--- src/rtl/imem_port_arbiter.sv ---
// Purpose: shares one single-port instruction RAM between the IF-stage fetch port and a read/write loader port.
// Latency: grant and memory command are combinational in the request cycle; read data returns one cycle after the grant.
// Backpressure: fetch wins contention until the loader has waited MAX_WAIT cycles; loader lock or IFLUSH deny fetch grants.
module imem_port_arbiter #(
    parameter int AW       = 8,
    parameter int DW       = 32,
    parameter int MAX_WAIT = 4
) (
    input  logic          Clock,
    input  logic          Reset_,
    input  logic          IFLUSH,
    input  logic          F_Req,
    input  logic [AW-1:0] F_Addr,
    output logic          F_Gnt,
    output logic          F_Valid,
    output logic [DW-1:0] F_Data,
    input  logic          L_Req,
    input  logic          L_We,
    input  logic          L_Lock,
    input  logic [AW-1:0] L_Addr,
    input  logic [DW-1:0] L_WData,
    output logic          L_Gnt,
    output logic          L_Valid,
    output logic [DW-1:0] L_RData,
    output logic          Locked,
    output logic          Mem_En,
    output logic          Mem_We,
    output logic [AW-1:0] Mem_Addr,
    output logic [DW-1:0] Mem_WData,
    input  logic [DW-1:0] Mem_RData
);

    typedef enum logic {
        SHARE = 1'b0,
        LOCK  = 1'b1
    } state_t;

    // Counter is 4 bits wide so any MAX_WAIT in 1..15 fits.
    localparam logic [3:0] MAX_WAIT_C = 4'(MAX_WAIT);

    state_t     state_q, state_d;
    logic [3:0] wait_q, wait_d;
    logic       f_pend_q, f_pend_d;
    logic       l_pend_q, l_pend_d;
    logic       f_gnt, l_gnt;
    logic       f_can;

    // Grant selection: fetch priority with starvation override; lock hands the RAM to the loader.
    always_comb begin
        f_gnt = 1'b0;
        l_gnt = 1'b0;
        f_can = F_Req & ~IFLUSH;
        if (Reset_) begin
            if (state_q == LOCK) begin
                l_gnt = L_Req;
            end else if (f_can && L_Req) begin
                if (wait_q == MAX_WAIT_C) l_gnt = 1'b1;
                else                      f_gnt = 1'b1;
            end else begin
                f_gnt = f_can;
                l_gnt = L_Req;
            end
        end
    end

    // Next-state logic: lock FSM, loader wait counter and read-return pending flags.
    always_comb begin
        state_d  = state_q;
        wait_d   = wait_q;
        f_pend_d = f_gnt;
        l_pend_d = l_gnt & ~L_We;
        case (state_q)
            SHARE:   if (l_gnt && L_Lock) state_d = LOCK;
            LOCK:    if (!L_Lock)         state_d = SHARE;
            default: state_d = SHARE;
        endcase
        if (l_gnt) begin
            wait_d = 4'd0;
        end else if (L_Req && (wait_q < MAX_WAIT_C)) begin
            wait_d = wait_q + 4'd1;
        end
    end

    // State registers; an async reset drops any in-flight read so no Valid follows release.
    always_ff @(posedge Clock or negedge Reset_) begin
        if (!Reset_) begin
            state_q  <= SHARE;
            wait_q   <= 4'd0;
            f_pend_q <= 1'b0;
            l_pend_q <= 1'b0;
        end else begin
            state_q  <= state_d;
            wait_q   <= wait_d;
            f_pend_q <= f_pend_d;
            l_pend_q <= l_pend_d;
        end
    end

    // Memory command mux and read-data steering; a flush in the return cycle yields a zero bubble.
    always_comb begin
        F_Gnt     = f_gnt;
        L_Gnt     = l_gnt;
        Mem_En    = f_gnt | l_gnt;
        Mem_We    = l_gnt & L_We;
        Mem_Addr  = '0;
        Mem_WData = '0;
        if (l_gnt) begin
            Mem_Addr  = L_Addr;
            Mem_WData = L_WData;
        end else if (f_gnt) begin
            Mem_Addr  = F_Addr;
        end
        F_Valid = f_pend_q & ~IFLUSH;
        F_Data  = F_Valid ? Mem_RData : '0;
        L_Valid = l_pend_q;
        L_RData = L_Valid ? Mem_RData : '0;
        Locked  = (state_q == LOCK);
    end

endmodule

--- config.mk ---
export PLATFORM = sky130hd
export DESIGN_NAME = imem_port_arbiter
export DESIGN_NICKNAME = d
export VERILOG_FILES = /design/src/rtl/imem_port_arbiter.sv
export SDC_FILE = /design/constraint.sdc
export NUM_CORES = 1
export LEC_CHECK = 0
export CAP_MARGIN = 5
export CORE_AREA = 2 2 76 78
export CTS_CLUSTER_DIAMETER = 50
export DETAILED_ROUTE_END_ITERATION = 10
export DIE_AREA = 0 0 78 80
export PLACE_DENSITY = 0.79
export REMOVE_ABC_BUFFERS = 1
export SETUP_SLACK_MARGIN = 0.15
export SYNTH_ARGS = -nofsm -noshare
export SYNTH_HDL_FRONTEND = slang
export SYNTH_SLANG_ARGS = --single-unit
export TNS_END_PERCENT = 5
--- constraint.sdc ---
create_clock -name Clock -period 1.7 [get_ports Clock]
set_input_delay 0.17 -clock Clock [delete_from_list [all_inputs] [get_ports Clock]]
set_output_delay 0.17 -clock Clock [all_outputs]
set_load 0.005 [all_outputs]
==> flow_summary.json, run 1 <==
{
  "crit_required_ns": 1.53,
  "core-area_um2": 5410,
  "wl_met1_mm": 2.13,
  "hold_viol": 0,
  "synth_adder_area_share_pct": 2.28,
  "wl_per_cell_um": 14.7,
  "nFillCells": 483,
  "cts_made_buffers": 3,
  "dieArea_um2": 6240,
  "crit_type": "reg2out",
  "clk_latency_ns": 0.23,
  "swShare_pct": 29.3,
  "placement.io_buffers": 197,
  "fin_setup_tns_ns": -11.64,
  "die_y_um": 80,
  "setup_viol": 47,
  "synth-simple-area-share_pct": 63.2,
  "timing.final.crit_share_pct": 119,
  "synth_top_flop_cell": "dfrtp_1",
  "die_width_um": 78,
  "avgViaCountPerCell": 4.18,
  "grt_pass1_wl_mm": 9.34,
  "crit_family": "buffers and inverters",
  "dp_hpwl_mm": 4.91,
  "synth_top_family_by_area": "simple AND/OR/NAND/NOR gates",
  "crit_chain": "inv_1 -> ha_2 -> nand3b_1 -> a21oi_4 -> buf_6 -> buf_6 -> buf_6 -> buf_16 -> a22o_2 -> buf_2",
  "grt.total_usage_pct": 19.0,
  "synth_xor_area_share_pct": 0.799,
  "yosysTopAreaCellShare_pct": 53.1,
  "startpoint_type": "flop",
  "irDropWorstVdd_mv": 0.290,
  "row_count": 27,
  "yosys.cell_count.top_type": "and2_1",
  "timing.max_cap.violations": 0,
  "clkSlewWorstSetupHoldPaths_ns": 0.04,
  "violations": "setup timing",
  "nNetsFinal": 461,
  "synth_seq_cells": 7,
  "finalNonFillerCells": 443,
  "holdBufCountCts": 0,
  "cts_tree": "done",
  "tightest_slew_ns": 0.449,
  "critPathMaxFanout": 5,
  "p_switching_uw": 390,
  "dr_total_vias": 1852,
  "syn_area_per_cell_um2": 7.46,
  "pin_count": 198,
  "async_reset_ff_share_pct": 100,
  "cts_root_buf": "clkbuf_8",
  "synth_compound_area_share_pct": 9.36,
  "met2_length_mm": 3.78,
  "highest_layer": "met4",
  "ys_types": 25,
  "end_kind": "primary output",
  "finalWorstSetupSlack_ns": -0.329,
  "grt_max_degree": 34,
  "yosys-top-cells-area": "and2_1 (53%), dfrtp_1 (16%), a22o_2 (7.3%)",
  "relSlewSlack_pct": 70.0,
  "synth_seq_area_share_pct": 16.0,
  "grt_pass1_vias": 1855,
  "cts.sink_count": 7,
  "cellLeakagePower_nw": 1.91,
  "synthMuxAreaShare_pct": 0.913,
  "final_util_pct": 64.8,
  "postRouteWirelength_mm": 6.51,
  "min_path_type": "in2async",
  "rsz0062_at_grt": "yes",
  "power_density_nw_per_um2": 379,
  "timing.fmax_ghz": 0.493,
  "antenna_cells": 0,
  "ys_top_cells_by_count": "and2_1 (93), clkbuf_1 (9), a22o_2 (8)",
  "drc": 0,
  "initial_utilization_pct": 20.3,
  "syn_inst": 147,
  "power_mw": 1.33,
  "synth.cell_area_um2": 1100,
  "gp_congestion": 0.709,
  "critPathSlowestCell": "dfrtp_1",
  "p_int_uw": 939,
  "h-tree-depth": 1,
  "placed_cells": 417,
  "outcome": "complete, but fails checks",
  "grt.overflow.total": 0,
  "clkPwrFrac_pct": 17.7,
  "layout-drive-gt1-share_pct": 30.5,
  "antenna_found_initial": 0,
  "drt-initial-drc-count": 22,
  "synth_warnings": 0,
  "arrival_ns": 1.86,
  "period_needed_ns": 2.03,
  "synth_edf_count": 0,
  "synth_top_area_cell": "and2_1",
  "max_stage_delay_ns": 0.34,
  "drtPass1Iterations": 4,
  "wl_met3_um": 580,
  "cp.buffers_inverters": 6,
  "crit_top_cell": "buf_6",
  "power_frac_seq_pct": 17.0,
  "skew_ns": 0.00184,
  "antenna_left": 0,
  "final_max_slew_viol_count": 0,
  "areaGrowthSynthToFinish_pct": 220,
  "clk_path_buf_depth": 2,
  "power_frac_comb_pct": 65.3
}
==> cell usage in the layout, fill, tap and decap left out, types with 2 or more instances in the layout <==
cell	count
clkdlybuf4s50_1	87
and2_1	78
dlygate4sd2_1	66
buf_6	36
buf_2	22
and2_4	18
buf_4	12
dfrtp_1	7
a22o_4	7
nor2_1	4
inv_1	3
clkbuf_8	3
buf_12	3
buf_16	2
==> state kept, by name (all words and copies together), names as in the netlist <==
name	count
L_Valid	1
Locked	1
f_pend_q	1
wait_q	4
==> area by class of cell <==
cell class | count | area [um2] | area share [%]
Clock buffer | 4 | 45.0 | 1.29
Inverter | 3 | 11.3 | 0.321
Multi-Input combinational cell | 125 | 957 | 27.3
Sequential cell | 7 | 175 | 5.00
Tap cell | 72 | 90.1 | 2.57
Timing Repair Buffer | 232 | 2230 | 63.5
==> final timing paths <==
| path | slack, ns | cells after the start | to | from |
|---|---|---|---|---|
| max in group asynchronous | 1.32 | 2 | L_Valid$_DFF_PN0_ | Reset_ |
| worst max register to register | -0.12 | 12 | wait_q[0]$_DFFE_PN0P_ | wait_q[1]$_DFFE_PN0P_ |
| worst min-delay path | 0.26 | 2 | wait_q[0]$_DFFE_PN0P_ | Reset_ |
| min in group Clock | 0.50 | 2 | Locked$_DFF_PN0_ | L_Lock |
| worst max-delay path | -0.33 | 10 | Mem_Addr[5] | wait_q[0]$_DFFE_PN0P_ |
| worst min register to register | 0.62 | 3 | wait_q[2]$_DFFE_PN0P_ | wait_q[2]$_DFFE_PN0P_ |
==> metrics by stage <==
step	hold WS [ns]	cell area [um2]	worst slack, ns
floorplan	-0.126	1030	-0.259
global placement	0.509	3220	-0.338
detailed placement	0.509	3220	-0.350
CTS	0.264	3370	-0.340
global route	0.295	3500	-0.413
finish	0.256	3500	-0.329
==> repair_timing <==
item	in CTS	in global routing
gates cloned	4	1
resized for setup	283	29
buffers inserted	14	3
pin swaps	22	12
setup endpoints to repair	109	50
==> cells by family (layout without fill, tap and decap cells) <==
| kind of cell | after synthesis | after routing |
|---|---|---|
| adder cells (fa/ha/maj) | 2 | 2 |
| XOR/XNOR | 1 | 1 |
| AO/OA/AOI/OAI | 11 | 11 |
| multiplexers | 1 | 1 |
| AND/OR/NAND/NOR | 110 | 110 |
| buffers and inverters | 15 | 239 |
| flip-flops | 7 | 7 |
==> power by group through the flow <==
| stage | sequential, mW | clock (mW) | combinational, mW |
|---|---|---|---|
| after floorplan | 0.236 | 0 | 0.199 |
| after CTS | 0.223 | 0.244 | 0.788 |
| after global routing | 0.229 | 0.253 | 0.934 |
| after global placement | 0.223 | 0 | 0.703 |
| after detailed placement | 0.226 | 0 | 0.714 |
| final | 0.226 | 0.235 | 0.868 |
==> metal layers <==
metal | vias to the layer above | global-route usage [%]
li1 | 908 | -
met1 | 822 | 18.6
met2 | 119 | 40.3
met3 | 3 | 4.64
met4 | 0 | 2.63
met5 | - | 0
Note: power is estimated with default switching activity, not from simulation.
==> run 2, diff against run 1 <==
- clock period: 1.7 -> 1.9 ns (I/O delays scaled with it)
==> run 2 against run 1 <==
Net effect: register-to-register slack improved by 0.37 ns; global-route usage is 2.5 points lower; clock power fell by 11%; the run still ends with setup timing left; critical endpoint is now Mem_WData[13]; sequential power is 8.8% lower; wire length decreased by 3.1%; critical path depth unchanged; largest cell class unchanged.
==> flow_summary.json, run 2 (synthesis results as in run 1) <==
{
  "outcome": "complete, but fails checks",
  "violations": "setup timing",
  "rsz0062_at_grt": "yes",
  "drt-initial-drc-count": 16,
  "setup_viol": 25,
  "placement.io_buffers": 197,
  "cts_tree": "done",
  "final_util_pct": 62.4,
  "startpoint_type": "flop",
  "die_width_um": 78,
  "grt_max_degree": 34,
  "dieArea_um2": 6240,
  "antenna_left": 0,
  "critPathMaxFanout": 7,
  "end_kind": "primary output",
  "timing.max_cap.violations": 0,
  "final_max_slew_viol_count": 0,
  "drc": 0,
  "cts_made_buffers": 3,
  "arrival_ns": 1.81,
  "dp_hpwl_mm": 4.88,
  "initial_utilization_pct": 20.3,
  "nNetsFinal": 451,
  "grt.overflow.total": 0,
  "cellLeakagePower_nw": 1.89,
  "timing.final.crit_share_pct": 105,
  "postRouteWirelength_mm": 6.31,
  "drtPass1Iterations": 4,
  "design_area_um2": 3370,
  "whs_ns": 0.310,
  "gp_congestion": 0.732,
  "layout-drive-gt1-share_pct": 23.3,
  "antenna_found_initial": 0,
  "tightest_slew_ns": 0.396,
  "irDropWorstVdd_mv": 0.313,
  "holdBufCountCts": 0,
  "grt_pass1_vias": 1673,
  "h-tree-depth": 1,
  "timing.fmax_ghz": 0.501,
  "avgViaCountPerCell": 4.13,
  "cts.sink_count": 7,
  "cts_root_buf": "clkbuf_8",
  "largest_register_ffs": 4,
  "crit_type": "reg2out",
  "dpl_worst_slack_ns": -0.208,
  "finalWorstSetupSlack_ns": -0.0972,
  "most-common-layout-cells": "clkdlybuf4s50_1 (132), and2_1 (91), dlymetal6s2s_1 (24), buf_6 (17), clkbuf_2 (16)",
  "period_needed_ns": 2.00,
  "placed_cell_area_um2": 3190,
  "power_density_nw_per_um2": 323,
  "clkSlewWorstSetupHoldPaths_ns": 0.04,
  "largest_register": "wait_q",
  "hold_viol": 0,
  "core-area_um2": 5410,
  "skew_ns": 0.000940,
  "dr_total_vias": 1789,
  "crit_required_ns": 1.71,
  "areaGrowthSynthToFinish_pct": 208,
  "mostFrequentLayoutCell": "clkdlybuf4s50_1",
  "relSlewSlack_pct": 73.5,
  "pin_count": 198,
  "row_count": 27,
  "wl_per_cell_um": 14.6,
  "clk_latency_ns": 0.22,
  "min_path_type": "in2async",
  "die_y_um": 80,
  "grt_pass1_wl_mm": 8.19,
  "antenna_cells": 0,
  "grt.total_usage_pct": 16.6,
  "clk_path_buf_depth": 2
}
## run 2: cell count changes in the layout (fill, tap and decap cells not counted), sizes merged
cell	previous run	this run
clkdlybuf4s15	1	0
dlygate4sd2	66	4
clkbuf	6	21
dlymetal6s2s	0	24
buf	76	45
clkdlybuf4s50	87	132
## run 2: metrics by stage
stage	total power [mW]	TNS (ns)	std cells
2_1_floorplan	0.389	-1.85	135
3_3_place_gp	0.809	-6.12	414
3_5_place_dp	0.824	-6.96	414
4_1_cts	1.04	-8.74	420
5_1_grt	1.17	-3.85	433
6_report	1.09	-0.985	433
## run 2: final cells by class
class	count	area, um2
repair buffers	222	2160
inverters	3	11.3
clock buffers	4	45.0
fillers	478	2030
flip-flops and latches	7	176
multi-input cells	125	891
well taps	72	90.1
## run 2: worst paths after layout
path	cells past startpoint	endpoint	start	slack, ns
worst min-delay path	2	wait_q[1]$_DFFE_PN0P_	Reset_	0.31
worst min register to register	2	wait_q[2]$_DFFE_PN0P_	wait_q[2]$_DFFE_PN0P_	0.56
worst max register to register	10	wait_q[0]$_DFFE_PN0P_	wait_q[0]$_DFFE_PN0P_	0.25
worst max-delay path	10	Mem_WData[13]	wait_q[0]$_DFFE_PN0P_	-0.1
max in group asynchronous	2	Locked$_DFF_PN0_	Reset_	1.45
min in group Clock	2	Locked$_DFF_PN0_	L_Lock	0.51
## run 2: report_power, final
part           internal, mW  switching [mW]  total, mW
combinational         0.454           0.221      0.676
sequential            0.183          0.0228      0.206
clock                 0.145          0.0629      0.208
## run 2: routing by layer
layer  track usage, %  share of wire, %  vias up
met5                0                 0        -
met4             3.33               1.5        0
met3             5.09               9.1       10
met2             33.8                55      122
met1             16.3                35      772
li1                 -                 -      885
## run 2: worst max-delay path, cell delays in order, from the launching register on
cell and delay, ns:
dfrtp_1 0.37, inv_1 0.07, ha_2 0.17, nand3b_1 0.12, a21oi_4 0.20, buf_6 0.14, buf_8 0.09, buf_6 0.11
buf_6 0.09, and2_4 0.13, buf_6 0.08
## run 2: what timing repair did
| action | CTS | global route |
|---|---|---|
| gates cloned | 1 | 2 |
| setup buffers | 1 | 11 |
| resized for setup | 32 | 132 |
| endpoints found under the setup margin | 77 | 73 |
| pin swaps | 2 | 9 |
==> run 3, diff against run 2 <==
- GPL_TIMING_DRIVEN: not set -> 0
==> run 3 against run 2 <==
Net effect: the flow still finishes with violations (setup timing); first-iteration DRC count stayed put; sequential power is 4% higher; final cell count rose by 2.5%; final area rose by 4.2%; worst hold slack gained 0.18 ns; largest cell class unchanged.
==> flow_summary.json, run 3 (synthesis results as in run 1) <==
{
  "crit_type": "reg2out",
  "hold_viol": 0,
  "setup_viol": 14,
  "drc": 0,
  "cts_tree": "done",
  "crit_required_ns": 1.71,
  "final_max_slew_viol_count": 0,
  "dr_total_vias": 1858,
  "postRouteWirelength_mm": 6.79,
  "mostFrequentLayoutCell": "clkdlybuf4s50_1",
  "arrival_ns": 1.79,
  "nNetsFinal": 462,
  "h-tree-depth": 1,
  "cp_num_cells": 10,
  "finalWorstSetupSlack_ns": -0.0823,
  "whs_ns": 0.485,
  "rsz0062_at_grt": "yes",
  "multi_input_area_um2": 990,
  "initial_utilization_pct": 20.3,
  "grt_pass1_vias": 1834,
  "avgViaCountPerCell": 4.18,
  "cts_made_buffers": 3,
  "startpoint_type": "flop",
  "power_density_nw_per_um2": 338,
  "dieArea_um2": 6240,
  "rr_worst_depth": 9,
  "drt-initial-drc-count": 16,
  "crit_top_cell": "buf_6",
  "row_count": 27,
  "wl_per_cell_um": 15.3,
  "crit_family": "buffers and inverters",
  "tightest_slew_ns": 0.539,
  "crit_chain": "inv_1 -> ha_2 -> nand3b_1 -> buf_6 -> buf_6 -> a21oi_4 -> buf_6 -> buf_6 -> and2_4 -> buf_6",
  "nFillCells": 466,
  "largest_register_ffs": 4,
  "skew_ns": 0.000455,
  "core-area_um2": 5410,
  "final_util_pct": 65.0,
  "period_needed_ns": 1.98,
  "grt.total_usage_pct": 19.6,
  "gp_congestion": 0.731,
  "violations": "setup timing",
  "timing.max_cap.violations": 0,
  "antenna_cells": 0,
  "finalNonFillerCells": 444,
  "placed_cells": 404,
  "grt_pass1_wl_mm": 9.54,
  "fin_setup_tns_ns": -0.558,
  "antenna_found_initial": 0,
  "cts_root_buf": "clkbuf_8",
  "clk_path_buf_depth": 2,
  "min_path_type": "in2reg",
  "clk_latency_ns": 0.23,
  "relSlewSlack_pct": 63.9,
  "cts.sink_count": 7,
  "timing.final.crit_share_pct": 104,
  "cellLeakagePower_nw": 1.85,
  "layout-drive-gt1-share_pct": 30.1,
  "placement.io_buffers": 197,
  "end_kind": "primary output",
  "grt.overflow.total": 0,
  "dp_hpwl_mm": 4.64,
  "outcome": "complete, but fails checks",
  "final-seq-area_um2": 179,
  "antenna_left": 0,
  "die_y_um": 80,
  "areaGrowthSynthToFinish_pct": 221,
  "grt_max_degree": 34,
  "timing.fmax_ghz": 0.504,
  "hold_path_depth": 2,
  "cp.buffers_inverters": 6,
  "largest_register": "wait_q",
  "irDropWorstVdd_mv": 0.263,
  "critPathSlowestCell": "dfrtp_1",
  "die_width_um": 78,
  "pin_count": 198,
  "clkSlewWorstSetupHoldPaths_ns": 0.04,
  "max_stage_delay_ns": 0.37,
  "critPathMaxFanout": 5,
  "drtPass1Iterations": 4,
  "most-common-layout-cells": "clkdlybuf4s50_1 (120), and2_1 (80), buf_6 (29), buf_2 (23), dlygate4sd2_1 (22)"
}
-- run 3: changes by cell type in the layout (fill, tap and decap cells not counted), moves of 11 or more --
cell             previous run  this run
clkdlybuf4s50_1           132       120
and2_4                      2        17
clkbuf_2                   16         2
buf_6                      17        29
dlymetal6s2s_1             24        13
and2_1                     91        80
dlygate4sd2_1               4        22
-- run 3: repair_timing --
action                                  CTS  global route
gates resized for setup                 206            51
hold buffers                              1             0
cloned                                    5             1
setup buffers                            26             3
pin swaps                                37            25
endpoints found under the setup margin  116            80
endpoints found under the hold margin     7             0
-- run 3: path summary, 6_finish.rpt --
kind / slack [ns] / from / end
hold reg to reg: 0.55 / wait_q[2]$_DFFE_PN0P_ / wait_q[2]$_DFFE_PN0P_
setup / recovery: -0.08 / wait_q[1]$_DFFE_PN0P_ / Mem_WData[20]
setup reg to reg: 0.39 / wait_q[1]$_DFFE_PN0P_ / wait_q[1]$_DFFE_PN0P_
max in group asynchronous: 1.02 / Reset_ / L_Valid$_DFF_PN0_
hold / removal: 0.49 / Reset_ / f_pend_q$_DFF_PN0_
min in group asynchronous: 0.61 / Reset_ / wait_q[0]$_DFFE_PN0P_
-- run 3: layout make-up --
type                    instances  share of cell area (%)
multi-input cells             130                    28.1
flip-flops and latches          7                    5.09
repair buffers                228                    62.6
inverters                       3                   0.320
clock buffers                   4                    1.28
well taps                      72                    2.56
-- run 3: report_power, final --
| group | internal (mW) | switching, mW | total, mW |
|---|---|---|---|
| Combinational | 0.495 | 0.267 | 0.762 |
| Sequential | 0.184 | 0.0299 | 0.214 |
| Clock | 0.145 | 0.0686 | 0.214 |
-- run 3: routing by layer --
layer  global-route usage (%)  wire length (um)
met1                     18.7              2180
met2                     41.2              3890
met3                     4.86               634
met4                     4.74                86
met5                        0                 0
-- run 3: metrics by stage --
step	instance area, um2	power [mW]	setup WS (ns)
after CTS	3360	1.13	-0.0805
after floorplan	1030	0.389	-0.0791
final	3520	1.19	-0.0823
after global placement	3090	0.760	-1.30
after global routing	3520	1.27	-0.153
after detailed placement	3100	0.775	-0.877
-- run 3: worst register-to-register path, delay by kind of cell (launching register included) --
family          cells  cell delay, ns
simple gates        2            0.14
buf+inv             5            0.56
flops               1            0.37
compound gates      1            0.16
fa+ha+maj           1            0.17
